--- config.mk ---
export PLATFORM = sky130hd
export DESIGN_NAME = cla_updown_counter
export DESIGN_NICKNAME = d
export VERILOG_FILES = /design/src/rtl/cla_updown_counter.sv
export SDC_FILE = /design/constraint.sdc
export NUM_CORES = 1
export LEC_CHECK = 0
export ABC_AREA = 0
export CAP_MARGIN = 15
export CORE_ASPECT_RATIO = 1.75
export CORE_UTILIZATION = 44
export DETAILED_ROUTE_END_ITERATION = 10
export GPL_ROUTABILITY_DRIVEN = 0
export GPL_TIMING_DRIVEN = 0
export HOLD_SLACK_MARGIN = 0.1
export PLACE_DENSITY_LB_ADDON = 0.25
export SLEW_MARGIN = 0
export SYNTH_ARGS = -nofsm -noshare
export SYNTH_HDL_FRONTEND = slang
export SYNTH_SLANG_ARGS = --single-unit
--- constraint.sdc ---
create_clock -name clk -period 2.5 [get_ports clk]
set_input_delay 0.375 -clock clk [delete_from_list [all_inputs] [get_ports clk]]
set_output_delay 0.375 -clock clk [all_outputs]
set_load 0.1 [all_outputs]
--- src/rtl/cla_updown_counter.sv ---
// Up/down counter whose next-count adder is a two-level carry-lookahead tree:
// 4-bit lookahead groups feeding a group-level lookahead block.

module cla_updown_group (
  input  logic [3:0] a,
  input  logic [3:0] b,
  input  logic       cin,
  output logic [3:0] sum,
  output logic       gg,
  output logic       pg
);

  logic [3:0] g;
  logic [3:0] p;
  logic [3:0] c;

  assign g = a & b;
  assign p = a ^ b;

  // Flattened in-group carries: no bit waits on its neighbour's carry.
  assign c[0] = cin;
  assign c[1] = g[0] | (p[0] & cin);
  assign c[2] = g[1] | (p[1] & g[0]) | (p[1] & p[0] & cin);
  assign c[3] = g[2] | (p[2] & g[1]) | (p[2] & p[1] & g[0])
              | (p[2] & p[1] & p[0] & cin);

  assign sum = p ^ c;
  assign gg  = g[3] | (p[3] & g[2]) | (p[3] & p[2] & g[1])
             | (p[3] & p[2] & p[1] & g[0]);
  assign pg  = &p;

endmodule

module cla_updown_counter #(
  parameter int WIDTH    = 16,
  parameter int SATURATE = 0
) (
  input  logic             clk,
  input  logic             rst_n,
  input  logic             en,
  input  logic             up,
  input  logic             load,
  input  logic [WIDTH-1:0] din,
  output logic [WIDTH-1:0] count,
  output logic             wrap,
  output logic             sat,
  output logic             at_max,
  output logic             at_min
);

  localparam int NG = WIDTH / 4;

  if ((WIDTH % 4) != 0 || WIDTH < 4 || WIDTH > 64) begin : g_bad_width
    $error("cla_updown_counter: WIDTH must be a multiple of 4 in 4..64");
  end

  logic [WIDTH-1:0] count_reg;
  logic [WIDTH-1:0] count_next;
  logic             wrap_reg;
  logic             wrap_next;
  logic             sat_reg;
  logic             sat_next;

  logic [WIDTH-1:0] opnd;
  logic [WIDTH-1:0] sum;
  logic             cin;
  logic [NG-1:0]    gg;
  logic [NG-1:0]    pg;
  logic [NG:0]      gc;
  logic             cout;
  logic             at_limit;

  // Increment adds 0 with carry-in 1; decrement adds all-ones with carry-in 0.
  assign opnd = {WIDTH{~up}};
  assign cin  = up;

  genvar gi;
  genvar gj;

  for (gi = 0; gi < NG; gi++) begin : g_grp
    cla_updown_group u_grp (
      .a   (count_reg[4*gi +: 4]),
      .b   (opnd[4*gi +: 4]),
      .cin (gc[gi]),
      .sum (sum[4*gi +: 4]),
      .gg  (gg[gi]),
      .pg  (pg[gi])
    );
  end

  // Group lookahead: carry into group gi is a sum of products over all lower
  // group generates/propagates, so depth stays constant across groups.
  assign gc[0] = cin;
  for (gi = 1; gi <= NG; gi++) begin : g_look
    logic [gi:0] terms;
    for (gj = 0; gj < gi; gj++) begin : g_term
      if (gj == gi - 1) begin : g_last
        assign terms[gj] = gg[gj];
      end else begin : g_mid
        assign terms[gj] = gg[gj] & (&pg[gi-1:gj+1]);
      end
    end
    assign terms[gi] = cin & (&pg[gi-1:0]);
    assign gc[gi]    = |terms;
  end

  // Increment carries out only from all-ones; decrement carries out unless zero.
  assign cout     = gc[NG];
  assign at_limit = up ? cout : ~cout;

  always_comb begin
    count_next = count_reg;
    wrap_next  = 1'b0;
    sat_next   = 1'b0;
    if (load) begin
      count_next = din;
    end else if (en) begin
      if (at_limit && (SATURATE != 0)) begin
        sat_next = 1'b1;
      end else begin
        count_next = sum;
        wrap_next  = at_limit;
      end
    end
  end

  always_ff @(posedge clk or negedge rst_n) begin
    if (!rst_n) begin
      count_reg <= '0;
      wrap_reg  <= 1'b0;
      sat_reg   <= 1'b0;
    end else begin
      count_reg <= count_next;
      wrap_reg  <= wrap_next;
      sat_reg   <= sat_next;
    end
  end

  assign count  = count_reg;
  assign wrap   = wrap_reg;
  assign sat    = sat_reg;
  assign at_max = &count_reg;
  assign at_min = ~|count_reg;

endmodule

### Word level (Yosys, flattened, before mapping)

Cells that the tools add are included.

* register bits: 17
* input bits: 21
* output and inout bits: 20
* word-level logic and storage cells: 141

* muxes and demuxes: 5
* bitwise gates (word level): 116
* reductions and logical operators: 18

Operators with widths (count)
* AND 1 bit: 66
* OR 1 bit: 36
* 2-to-1 mux 16 bit: 2
* AND reduction 16 bit: 2
* XOR 4 bit: 8
* AND reduction 12 bit: 2
* AND reduction 8 bit: 3
* AND 4 bit: 4
* AND reduction 4 bit: 4
* OR reduction 16 bit: 1
* OR reduction 5 bit: 1
* OR reduction 4 bit: 1
* 2-to-1 mux 1 bit: 3
* OR reduction 3 bit: 1
* NOT 1 bit: 2
* nonzero test 2 bit: 1
* OR reduction 2 bit: 1
* logical NOT 1 bit: 1

### Longest topological paths before layout

* depth after elaboration: 13
* depth in mapped cells: 11
* mapped depth without buffers: 11

### Hierarchy

From an unflattened synthesis, not the netlist that was laid out.

* cell total of the unflattened synthesis: 185
* area total of the unflattened synthesis: 1661.6 um^2

Modules (own cells, without submodules)
* cla_updown_counter: times used 1, cells each 97, area an instance 930.9 um^2, seq. area each 425.4 um^2
* cla_updown_group: times used 4, cells each 22, area an instance 182.7 um^2, seq. area each 0.0 um^2

### Worst setup path after synthesis

No wires, ideal clock.

* kind: reg2out
* start point: register count_reg[8] (netlist: count[8])
* end point: output port at_max
* arrival time: 4.079 ns
* required time: 2.125 ns
* path slack: -1.954 ns
* cell stages (with the launch flop): 3
* buffers on the path: 0
* cells stage by stage: dfrtp_1 -> nand4_1 -> nor4_1

* cells in the longest elaborated chain, start to end: 1

RTL lines
* from (decl): line 57 `logic [WIDTH-1:0] count_reg;`
* from (signal assigned): line 133 `count_reg <= count_next;`
* AND reduction 16 bit: line 142 `assign at_max = &count_reg;`
* to (decl): line 47 `output logic at_max,`

No other way between the ends.

### Worst setup path in the final report

* start point: register count_reg[1] (netlist: count[1])
* end point: register count_reg[8] (netlist: count[8])

* cells in the longest elaborated chain, start to end: 9
* elaborated cells between the ends (all ways): 14
* classes of those cells: 2 x mux; 10 x bitwise; 2 x reduce/logical

RTL lines
* AND 4 bit / XOR 4 bit (equally long branches): line 17, 18
* AND 1 bit, on equally long branches: line 28, 29
* OR 1 bit / AND 1 bit (equally long branches): line 28, 29
* OR 1 bit: line 29 `| (p[3] & p[2] & p[1] & g[0]);`
* AND 1 bit: line 100 `assign terms[gj] = gg[gj] & (&pg[gi-1:gj+1]);`
* OR reduction 3 bit (*): line 104 `assign gc[gi] = |terms;`
* XOR 4 bit (*): line 27 `assign sum = p ^ c;`
* 2-to-1 mux 16 bit (*): line 117 `end else if (en) begin`
* 2-to-1 mux 16 bit (*): line 115 `if (load) begin`

Mark *: on every way between the ends. The rest lies on a longest branch, timed or not. The select of a mux whose other input is x is not followed.
A chain may end at the register's enable or synchronous reset.

==> impl_results.rst <==
.. list-table::
   :header-rows: 1

   * - Metric
     - Value
   * - Run status
     - finished with violations
   * - Violated checks
     - setup timing
   * - Initial antenna violation count
     - 0
   * - Clock Pin Slew Worst Setup and Hold Paths
     - 0.07 ns
   * - Count of flip-flops with a built-in enable after synthesis
     - 0
   * - Total gr overflow
     - 0
   * - Die W
     - 46.2 um
   * - Die H
     - 79.3 um
   * - Crit share post-route
     - 111%
   * - Hold buffers post-CTS
     - 0
   * - Crit end category
     - flop
   * - Yosys reg bits
     - 17
   * - Cts bufs inserted
     - 3
   * - Sequential area share after synthesis
     - 28.3%
   * - Core Region
     - 3210 um2
   * - Final setup vio count
     - 7
   * - Combinational cell fraction of total power
     - 66.7%
   * - Share of layout cells above drive strength 1
     - 34.3%
   * - Net Sw Power
     - 0.954 mW
   * - Count of endpoints failing hold in the final timing report
     - 0
   * - Critical path data required time
     - 2.62 ns
   * - Flip-flop count of the largest register, all copies and words added
     - 16
   * - Vias
     - 1708
   * - Post-route ant nets
     - 0
   * - Worst hold path type
     - input port to asynchronous set/reset pin
   * - Number of warnings reported in the yosys synthesis log
     - 0
   * - Cell area after layout
     - 2490 um2
   * - First-pass iteration count of the detailed router
     - 4
   * - Syn_area_per_cell
     - 9.00 um2
   * - Worst-margin pin slew
     - 0.978 ns
   * - H-Tree Depth
     - 1
   * - Vias in the first global route
     - 1697
   * - Area of placed instances
     - 1980 um2
   * - CTS root buf
     - clkbuf_8
   * - MaxCap Viol Count
     - 0
   * - Post-detailed-route wirelength per cell
     - 19.8 um
   * - Die outline area
     - 3660 um2
   * - Maximum root-to-sink buffer count
     - 2
   * - Most area-consuming cells after synthesis
     - dfrtp_1 (28%), ha_1 (13%), fa_1 (5.3%)
   * - Max-slew headroom
     - 34.6%
   * - Share of Yosys cell area claimed by the top area cell type
     - 28.3%
   * - Residual DRC count
     - 0
   * - Launch point of the worst reg-to-reg path
     - count[1]
   * - Critical path startpoint category
     - flop
   * - Detailed Route Iter0 Violations
     - 74
   * - Non-Filler Instances
     - 279
   * - Aggregate routed wire length
     - 5520 um
   * - Number of distinct standard cells referenced by the synthesized netlist
     - 40
   * - Final Max Slew Viols
     - 0
   * - Skew-Pair Late Insertion Delay
     - 0.25 ns
   * - Nets in the synthesized netlist
     - 208
   * - Antenna cells
     - 0
   * - Area growth from synthesis to final layout
     - 65.7%
   * - TritonCTS clock tree
     - built
   * - Top FF cell, synth
     - dfrtp_1
   * - Share of synthesized registers carrying an async set or reset
     - 100%
   * - Clk pwr share
     - 11.0%
   * - Post-synthesis cell count
     - 167
   * - Worst Clk Skew
     - 0.00448 ns
   * - CP max FO
     - 4
   * - Post-layout nets
     - 278
   * - Inst Count DP
     - 249
   * - Power per standard cell area
     - 769 nW/um2
   * - Setup repair after global routing missed its margin
     - true
   * - Cell type with the highest aggregate area in the netlist
     - dfrtp_1
   * - Tmin final
     - 2.77 ns
   * - Setup WS post-layout
     - -0.270 ns
   * - Internal power
     - 0.962 mW
   * - Total GRT Usage
     - 30.3%
   * - Worst setup slack before clock tree synthesis
     - -1.64 ns
   * - Maximum VDD drop
     - 587 uV
   * - Total standard cell area after synthesis
     - 1500 um2
   * - Placement Rows
     - 27
   * - First-pass GRT wire length
     - 7820 um
   * - Port-buffer cells
     - 39
   * - Fmax achieved
     - 361 MHz
   * - Arrival @ worst endpoint
     - 2.89 ns
   * - Largest net degree at the start of global routing
     - 18
   * - Part of the power in registers
     - 22.3%
   * - Detailed-route vias per instance
     - 6.12
   * - DPL Wire Length
     - 3140 um
   * - Switch share
     - 49.8%
   * - Critical path origin
     - count[1]
   * - Top-Level Pins
     - 41
   * - Cell leakage power
     - 1.01 nW
   * - Initial core utilization
     - 46.8%
   * - Critical path start-end classification
     - flop to flop
   * - Number of sinks driven by the clock tree
     - 17
## timing repair
action,in CTS,in global routing
endpoints found under the setup margin,16,8
gates resized for setup,46,12
pin swaps,18,20
buffers inserted,20,8
hold endpoints to repair,0,0
## power groups by stage
stage                     clock [mW]  sequential (mW)  combinational (mW)
final                          0.210            0.427                1.28
after global routing           0.224            0.432                1.34
after CTS                      0.214            0.419                1.15
after detailed placement           0            0.413               0.975
after global placement             0            0.409               0.954
after floorplan                    0            0.744               0.403
## metrics by stage
step | hold WS [ns] | TNS [ns] | util [%] | power (mW)
6_report | 0.600 | -1.04 | 77.6 | 1.92
5_1_grt | 0.669 | -1.50 | 77.6 | 2.00
3_5_place_dp | 0.614 | -16.04 | 61.8 | 1.39
3_3_place_gp | 0.606 | -14.86 | 61.8 | 1.36
4_1_cts | 0.629 | -0.833 | 74.7 | 1.78
2_1_floorplan | 0.0794 | -1.70 | - | 1.15
## Yosys cell counts, types with 3 or more instances
cell type / instances
xor2_1: 5
o21ai_1: 6
nand2_1: 20
xnor2_1: 7
mux2i_1: 7
nor3b_1: 4
nand4_1: 5
o211ai_1: 3
a21oi_1: 12
dfrtp_1: 17
nor2_1: 5
clkbuf_1: 4
nor4_1: 5
ha_1: 16
o21ai_0: 16
fa_1: 4
inv_1: 8
## per-layer routing
metal / part of all wire (%) / vias to the layer above / track usage, %
met1: 33 / 821 / 29.7
met3: 6.2 / 26 / 3.41
li1: - / 747 / -
met4: 4.8 / 0 / 14.7
met2: 56 / 114 / 57.3
met5: 0 / - / 0
## area by class of cell
cell class / count / area, um2
flip-flops and latches: 17 / 447
plain buffers: 6 / 26.3
multi-input cells: 136 / 1260
inverters: 8 / 33.8
well taps: 43 / 53.8
repair buffers: 65 / 626
fillers: 204 / 719
clock buffers: 4 / 45.0
## placed cells by master, fill, tap and decap left out, types with 2 or more instances in the layout
cell type and n:
ha_4 12, xnor2_1 7, fa_2 2, o21ai_1 11, clkdlybuf4s50_1 36, o21ai_0 10, fa_1 2, mux2_4 2
mux2i_1 7, a21oi_2 3, clkbuf_8 3, ha_1 4, nor2_1 5, o21ai_2 2, dfrtp_2 11, o211ai_1 3
dfrtp_4 2, buf_4 24, nand4_1 5, xor2_1 5, nand2_1 18, inv_1 7, nand2_4 3, buf_12 3
clkbuf_1 5, a21oi_1 9, dfrtp_1 4, nor3b_1 4, nor4_1 4
## worst max-delay path, stage by stage, from the launching register on
cell	delay, ns
dfrtp_4	0.51
ha_4	0.30
a21oi_4	0.06
o211a_1	0.24
or3b_4	0.42
and2_4	0.15
o21a_4	0.20
fa_2	0.51
nand2_1	0.05
o21ai_1	0.10
o21ai_1	0.08
## final timing paths
check / slack [ns] / depth (start not counted) / to
max in group asynchronous: 1.28 / 1 / count[2]
min: 0.60 / 1 / count[3]
max: -0.27 / 10 / count[8]
max reg2reg: -0.27 / 10 / count[8]
min in group clk: 0.66 / 2 / count[14]
min reg2reg: 0.66 / 2 / count[14]
## cell families (layout without fill, tap and decap cells)
kind of cell | count (synthesis) | count (layout) | share of synthesized area, %
AOI/OAI and AO/OA | 48 | 48 | 20.0
muxes | 9 | 9 | 6.41
buffers and inverters | 14 | 83 | 3.75
and+or+nand+nor | 46 | 46 | 15.7
other | 1 | 1 | 0.250
adders and majority gates | 20 | 20 | 18.7
DFF | 17 | 17 | 28.3
xor gates and xnor gates | 12 | 12 | 6.99
(Power assumes the default switching activity.)
